`src/rtl/regfile_2r1w.sv`:
```
// regfile_2r1w: register file with two registered read ports, one byte-enabled
// write port, and a sequential clear sweep that zeroes one entry per cycle.
// Ports:
//   CLK, RST                 clock, async active-low reset
//   WrEn/WrAddr/WrData/WrBe  write request, address, data, byte enables
//   RdEnA/RdAddrA            read port A request/address -> RdDataA, RdValidA
//   RdEnB/RdAddrB            read port B request/address -> RdDataB, RdValidB
//   ClrReq                   start a clear sweep (ignored while Busy)
//   Busy                     high while the sweep runs (DEPTH cycles)
//   WrDrop                   pulse: last cycle's write was discarded
module regfile_2r1w #(
    parameter int unsigned WIDTH   = 16,
    parameter int unsigned DEPTH   = 8,
    parameter int unsigned ADDRESS = 3,
    parameter int unsigned BYPASS  = 1
) (
    input  logic                 CLK,
    input  logic                 RST,
    input  logic                 WrEn,
    input  logic [ADDRESS-1:0]   WrAddr,
    input  logic [WIDTH-1:0]     WrData,
    input  logic [WIDTH/8-1:0]   WrBe,
    input  logic                 RdEnA,
    input  logic [ADDRESS-1:0]   RdAddrA,
    input  logic                 RdEnB,
    input  logic [ADDRESS-1:0]   RdAddrB,
    output logic [WIDTH-1:0]     RdDataA,
    output logic [WIDTH-1:0]     RdDataB,
    output logic                 RdValidA,
    output logic                 RdValidB,
    input  logic                 ClrReq,
    output logic                 Busy,
    output logic                 WrDrop
);

    localparam int unsigned NBYTES = WIDTH / 8;
    localparam logic [0:0] S_IDLE  = 1'b0;
    localparam logic [0:0] S_CLEAR = 1'b1;
    localparam logic [ADDRESS-1:0] LAST_IDX = ADDRESS'(DEPTH - 1);

    logic [WIDTH-1:0]   mem_q [DEPTH];
    logic [WIDTH-1:0]   mem_d [DEPTH];
    logic [0:0]         state_q, state_d;
    logic [ADDRESS-1:0] ptr_q, ptr_d;
    logic               busy_q, busy_d;
    logic               drop_q, drop_d;
    logic [WIDTH-1:0]   rd_a_q, rd_a_d, rd_b_q, rd_b_d;
    logic               vld_a_q, vld_a_d, vld_b_q, vld_b_d;

    logic               wr_ok_c;
    logic [WIDTH-1:0]   wr_old_c;
    logic [WIDTH-1:0]   wr_merged_c;

    function automatic logic in_range(input logic [ADDRESS-1:0] a);
        return 32'(a) < DEPTH;
    endfunction

    // Accepted write and its byte-merged result
    always_comb begin
        wr_ok_c     = WrEn && (state_q == S_IDLE) && in_range(WrAddr);
        wr_old_c    = in_range(WrAddr) ? mem_q[WrAddr] : '0;
        wr_merged_c = wr_old_c;
        for (int unsigned b = 0; b < NBYTES; b++) begin
            if (WrBe[b]) wr_merged_c[b*8 +: 8] = WrData[b*8 +: 8];
        end
    end

    // Read ports; forwarding only sees accepted writes, never dropped ones
    always_comb begin
        rd_a_d  = rd_a_q;
        rd_b_d  = rd_b_q;
        vld_a_d = RdEnA;
        vld_b_d = RdEnB;
        if (RdEnA) begin
            if (!in_range(RdAddrA))                                 rd_a_d = '0;
            else if (BYPASS != 0 && wr_ok_c && WrAddr == RdAddrA)   rd_a_d = wr_merged_c;
            else                                                    rd_a_d = mem_q[RdAddrA];
        end
        if (RdEnB) begin
            if (!in_range(RdAddrB))                                 rd_b_d = '0;
            else if (BYPASS != 0 && wr_ok_c && WrAddr == RdAddrB)   rd_b_d = wr_merged_c;
            else                                                    rd_b_d = mem_q[RdAddrB];
        end
    end

    // Clear FSM and array next state
    always_comb begin
        state_d = state_q;
        ptr_d   = ptr_q;
        mem_d   = mem_q;
        case (state_q)
            S_IDLE: begin
                if (ClrReq) begin
                    state_d = S_CLEAR;
                    ptr_d   = '0;
                end
            end
            S_CLEAR: begin
                mem_d[ptr_q] = '0;
                ptr_d        = ptr_q + ADDRESS'(1);
                if (ptr_q == LAST_IDX) begin
                    state_d = S_IDLE;
                    ptr_d   = '0;
                end
            end
            default: state_d = S_IDLE;
        endcase
        // Writes only land in IDLE, so they never collide with the sweep
        if (wr_ok_c) mem_d[WrAddr] = wr_merged_c;
        busy_d = (state_d == S_CLEAR);
        drop_d = WrEn && !wr_ok_c;
    end

    always_ff @(posedge CLK or negedge RST) begin
        if (!RST) begin
            mem_q   <= '{default: '0};
            state_q <= S_IDLE;
            ptr_q   <= '0;
            busy_q  <= 1'b0;
            drop_q  <= 1'b0;
            rd_a_q  <= '0;
            rd_b_q  <= '0;
            vld_a_q <= 1'b0;
            vld_b_q <= 1'b0;
        end else begin
            mem_q   <= mem_d;
            state_q <= state_d;
            ptr_q   <= ptr_d;
            busy_q  <= busy_d;
            drop_q  <= drop_d;
            rd_a_q  <= rd_a_d;
            rd_b_q  <= rd_b_d;
            vld_a_q <= vld_a_d;
            vld_b_q <= vld_b_d;
        end
    end

    assign RdDataA  = rd_a_q;
    assign RdDataB  = rd_b_q;
    assign RdValidA = vld_a_q;
    assign RdValidB = vld_b_q;
    assign Busy     = busy_q;
    assign WrDrop   = drop_q;

endmodule

```
`config.mk`:
```
export PLATFORM = sky130hd
export DESIGN_NAME = regfile_2r1w
export DESIGN_NICKNAME = d
export VERILOG_FILES = /design/src/rtl/regfile_2r1w.sv
export SDC_FILE = /design/constraint.sdc
export NUM_CORES = 1
export LEC_CHECK = 0
export CAP_MARGIN = 20
export CELL_PAD_IN_SITES_DETAIL_PLACEMENT = 1
export CELL_PAD_IN_SITES_GLOBAL_PLACEMENT = 1
export CORE_MARGIN = 4
export CORE_UTILIZATION = 40
export CTS_BUF_LIST = sky130_fd_sc_hd__clkbuf_16
export DETAILED_ROUTE_END_ITERATION = 16
export PLACE_DENSITY = 0.78
export SYNTH_ARGS = -nofsm -noshare
export SYNTH_HDL_FRONTEND = slang
export SYNTH_SLANG_ARGS = --single-unit
```
`constraint.sdc`:
```
create_clock -name CLK -period 2.83 [get_ports CLK]
set_input_delay 0.283 -clock CLK [delete_from_list [all_inputs] [get_ports CLK]]
set_output_delay 0.283 -clock CLK [all_outputs]
set_load 0.01 [all_outputs]
```
Word-level counts from Yosys, hierarchy flattened
Index checks and enable logic that the tools add are counted.
Widths: inputs -> output; s select.
- bits in registers: 167
- latch bits: 0
- memory bits (writable): 0
- memory bits (read-only): 0
- word-level logic and storage cells: 66
- memories kept: 0
- add/sub/neg operators: 1
- multiply operators: 0
- div/mod/pow operators: 0
- $lt $le $gt $ge: 6
- equal/unequal tests: 4
- shift operators: 0
- multiplexer cells: 26
- bitwise gates (word level): 7
- reduce and logical (&&, ||, !) cells: 7
- operator list (cell ; number):
    $mux 128 ; 2
    $mux 16 ; 10
    $bmux 16 s3 ; 3
    $and 128x128->128 ; 1
    $bwmux 128 ; 1
    $not 128->128 ; 1
    $demux 16 s3 ; 2
    $ge 4x4->1 const B ; 4
    $mux 8 ; 2
    $not 3->4 ; 4
    $lt 4x1->1 const B ; 2
    $eq 3x3->1 ; 2
    $logic_and 1x1->1 ; 6
    $mux 3 ; 2
    $pmux 3 s2 ; 1
    $add 3x1->3 const B ; 1
    $eq 3x3->1 const B ; 1
    $mux 1 ; 2
    $ne 2x2->1 const B ; 1
    $pmux 1 s2 ; 1
    $logic_not 1->1 ; 1
    $not 1->1 ; 1

Longest topological paths before layout
- depth after elaboration: 10
- depth in mapped cells: 8

Worst setup path after synthesis
No wires, ideal clock.
- path kind: input-to-reg
- from: input port RdAddrB[1]
- to: register rd_b_q[7], in the netlist RdDataB[7]
- setup time: 0.126 ns
- data arrival time: 1.693 ns
- data required time: 2.704 ns
- slack: 1.011 ns
- stages on the path: 6
- cell sequence: buf_2 > buf_2 > mux4_2 > mux2i_1 > nor3_1 > a221o_1
- word-level cells in the longest chain between the ends: 5
- elaborated cells on any way between the ends: 7
- classes of those cells: 1 x eq/ne; 4 x mux; 1 x bitwise; 1 x reduce/logical
- ends and longest elaborated chain (element ; RTL line ; source):
    start, declared ; 26 ; input logic [ADDRESS-1:0] RdAddrB,
    $not 3->4 (not written as such) ; 82 ; else rd_b_d = mem_q[RdAddrB];
    $bmux 16 s3 ; 82 ;
    $mux 16 (not written as such) (2 in series) ; 82 ;
    $mux 16 (*) ; 81 ; else if (BYPASS != 0 && wr_ok_c && WrAddr == RdAddrB) rd_b_d = wr_merged_c;
    end signal, assigned ; 132 ; rd_b_q <= rd_b_d;
    end, declared ; 47 ; logic [WIDTH-1:0] rd_a_q, rd_a_d, rd_b_q, rd_b_d;
Every way passes the cells marked *; elsewhere a longest branch is shown, timed or not. The select of a mux whose other input is x is not followed.
A chain may end at the register's enable or synchronous reset.

==> metrics.txt <==
Area contributors post-synth dfrtp_1 (44%), mux4_2 (15%), a22o_1 (11%); initial DRC count 803; Ant. Diodes 0; Worst Path Required 3.16 ns; CTS Buffer Depth 2; CP startpoint kind register; Post-CTS Setup Repair Bufs 0; DRC viols 0; area leader, netlist dfrtp_1; Worst EP arrival 2.49 ns; H-tree Lvls 4; outcome finished, final reports clean; Worst path max stage delay 0.58 ns; vias per inst 6.77; Post-synth top cells dfrtp_1 (167), a22o_1 (120), mux2i_1 (97); PwrDens 768 mW/mm²; Post-Layout Cell Count 1136; Rel. slew slack 46.0%; I/O pin count 69; cell mode on critical path buf_4; CTS clk-pin slew, worst paths 0.07 ns; Post-CTS Resized 0; layout cell share with drive strength beyond 1 19.7%; Num CTS Buffers 17; Fmax 461 MHz; DP HPWL 20800 µm; initial antenna violation count 0; Die ar. 0.0264 mm²; via count 7696; drt wl/cell 29.4 µm; crit path time final 2.17 ns; max-slew violations 0; count leader, synth dfrtp_1; crit path capture type register; Hold WC Path Type input pin to asynchronous set/reset pin; EDFF count, synth 0; Syn Inst Count 741; crit-path cells buf_4 > or3b_1 > nor2_4 > a31oi_2 > buf_4 > a22o_1; post-synth top area share 43.8%; first-pass GRT wire length 51600 µm; Max Cap Viol 0; row cnt 56; P_leak 4.92 nW; RSZ-0062 raised after global routing false; Max FO, Critical Path 12; Total Wirelength 33400 µm; Total Neg Setup Slack 0 ns; Layout area overhead 18.6%; Post-CTS Hold Fix Bufs 1; Mapped Area 0.00953 mm²; largest net degree at the start of global routing 50; crit path kind register to register; initial core utilization 40.6%; Total GRT Usage 25.7%; CTS sink cnt 167; Syn Nets 776; vias in the first global route 8337; Setup Skew 0.00720 ns; Syn Area/Cell 12.9 µm²; total power 8.68 mW; DR pass1 iterations 5; Yosys reg bits 167; Tcrit/Tclk final 76.6%; Async S/R FF share, synth 100%; GP Congestion 0.849; final hold vios 0; Die Wd 162 µm; Clock Root Buffer clkbuf_16; remaining global-route overflow 0; Cell variety after synth 43; worst ir drop on vdd 0.396 mV; register area share after synthesis 43.8%; worst slew pin tran 0.810 ns; Ys Warns 0; Slowest-stage cell, CP or3b_1; Die H 162 µm; core box area 0.0235 mm²; top_reg_cell synth dfrtp_1; Setup violations, final 0; DRT antenna net count 0; port bufs 68; Placed Cells 1103; CTS tree built; Worst Hold Margin 0.352 ns; Layout Nets 839; worst skew pair latency 0.44 ns
[stage by stage]
| stage | setup slack [ns] | utilization (%) | area [µm²] |
|---|---|---|---|
| finish | 0.663 | 48.1 | 11300 |
| global route | 0.586 | 48.1 | 11300 |
| CTS | 0.686 | 48.1 | 11300 |
| detailed placement | 0.335 | 45.5 | 10700 |
| global placement | 0.422 | 45.5 | 10700 |
| floorplan | 1.01 | - | 9530 |
[worst max-delay path: cells and delay by family (launching register included)]
family,cells,cell delay (ns)
buf+inv,2,0.47
simple gates,2,0.75
flops,1,0.50
compound gates,2,0.32
[flip-flops by register name (all words and copies together), names as in the netlist]
| signal | cells |
|---|---|
| RdValidA | 1 |
| Busy | 1 |
| RdDataB | 16 |
| ptr_q | 3 |
| WrDrop | 1 |
| mem_q | 128 |
| RdDataA | 16 |
| RdValidB | 1 |
[cells by family (layout without fill, tap and decap cells)]
family	Yosys count	count (layout)	share of synthesized area (%)
AO/OA/AOI/OAI	226	226	20.0
multiplexers	161	161	25.3
AND/OR/NAND/NOR	96	96	5.47
adder cells (fa/ha/maj)	2	2	0.263
flip-flops	167	167	43.8
XOR/XNOR	6	6	0.551
buffers and inverters	83	159	4.50
[routing by layer]
| layer | GRT usage, % | vias up | share of wire, % | routed length, µm |
|---|---|---|---|---|
| li1 | - | 3113 | - | - |
| met1 | 34.9 | 4047 | 40 | 13400 |
| met2 | 40.7 | 453 | 47 | 15900 |
| met3 | 5.80 | 83 | 9.2 | 3070 |
| met4 | 9.77 | 0 | 3.2 | 1060 |
| met5 | 0 | - | 0 | 0 |
[power by group]
part           internal (mW)  total (mW)  leakage [nW]  switching (mW)
combinational           1.32        2.71          2.33            1.39
clock                   1.39        2.45         0.291            1.06
sequential              2.91        3.52          2.30           0.610
total                   5.62        8.68          4.92            3.06
[worst paths after layout]
| path | startpoint | to | cells past startpoint | slack (ns) |
|---|---|---|---|---|
| setup reg to reg | Busy$_DFF_PN0_ | mem_q[123]$_DFF_PN0_ | 6 | 0.66 |
| hold reg to reg | RdDataB[14]$_DFFE_PN0P_ | RdDataB[14]$_DFFE_PN0P_ | 2 | 0.49 |
| max in group asynchronous | RST | mem_q[94]$_DFF_PN0_ | 3 | 1.71 |
| setup / recovery | Busy$_DFF_PN0_ | mem_q[123]$_DFF_PN0_ | 6 | 0.66 |
| min in group CLK | RdEnB | RdValidB$_DFF_PN0_ | 1 | 0.38 |
| hold / removal | RST | mem_q[51]$_DFF_PN0_ | 2 | 0.35 |
[cell type report]
type                            count  area, µm²
Tap cell                          319        399
Multi-Input combinational cell    491       4920
Clock buffer                       17        425
Sequential cell                   167       4180
Inverter                            4       15.0
Fill cell                        2365      12200
Timing Repair Buffer              123       1180
Clock inverter                     15        178
[cell usage in the layout, fill, tap and decap left out, drive strengths merged, types with 8 or more instances in the layout]
master and count:
dfrtp 167, nor3 12, clkbuf 17, a22o 120
o31a 15, mux4 64, buf 59, o31ai 12
nor2 24, mux2i 97, nand2b 20, o22ai 32
nand2 20, a221o 24, clkinv 8, clkdlybuf4s50 63
No activity file was read; power rests on OpenSTA's default activity.
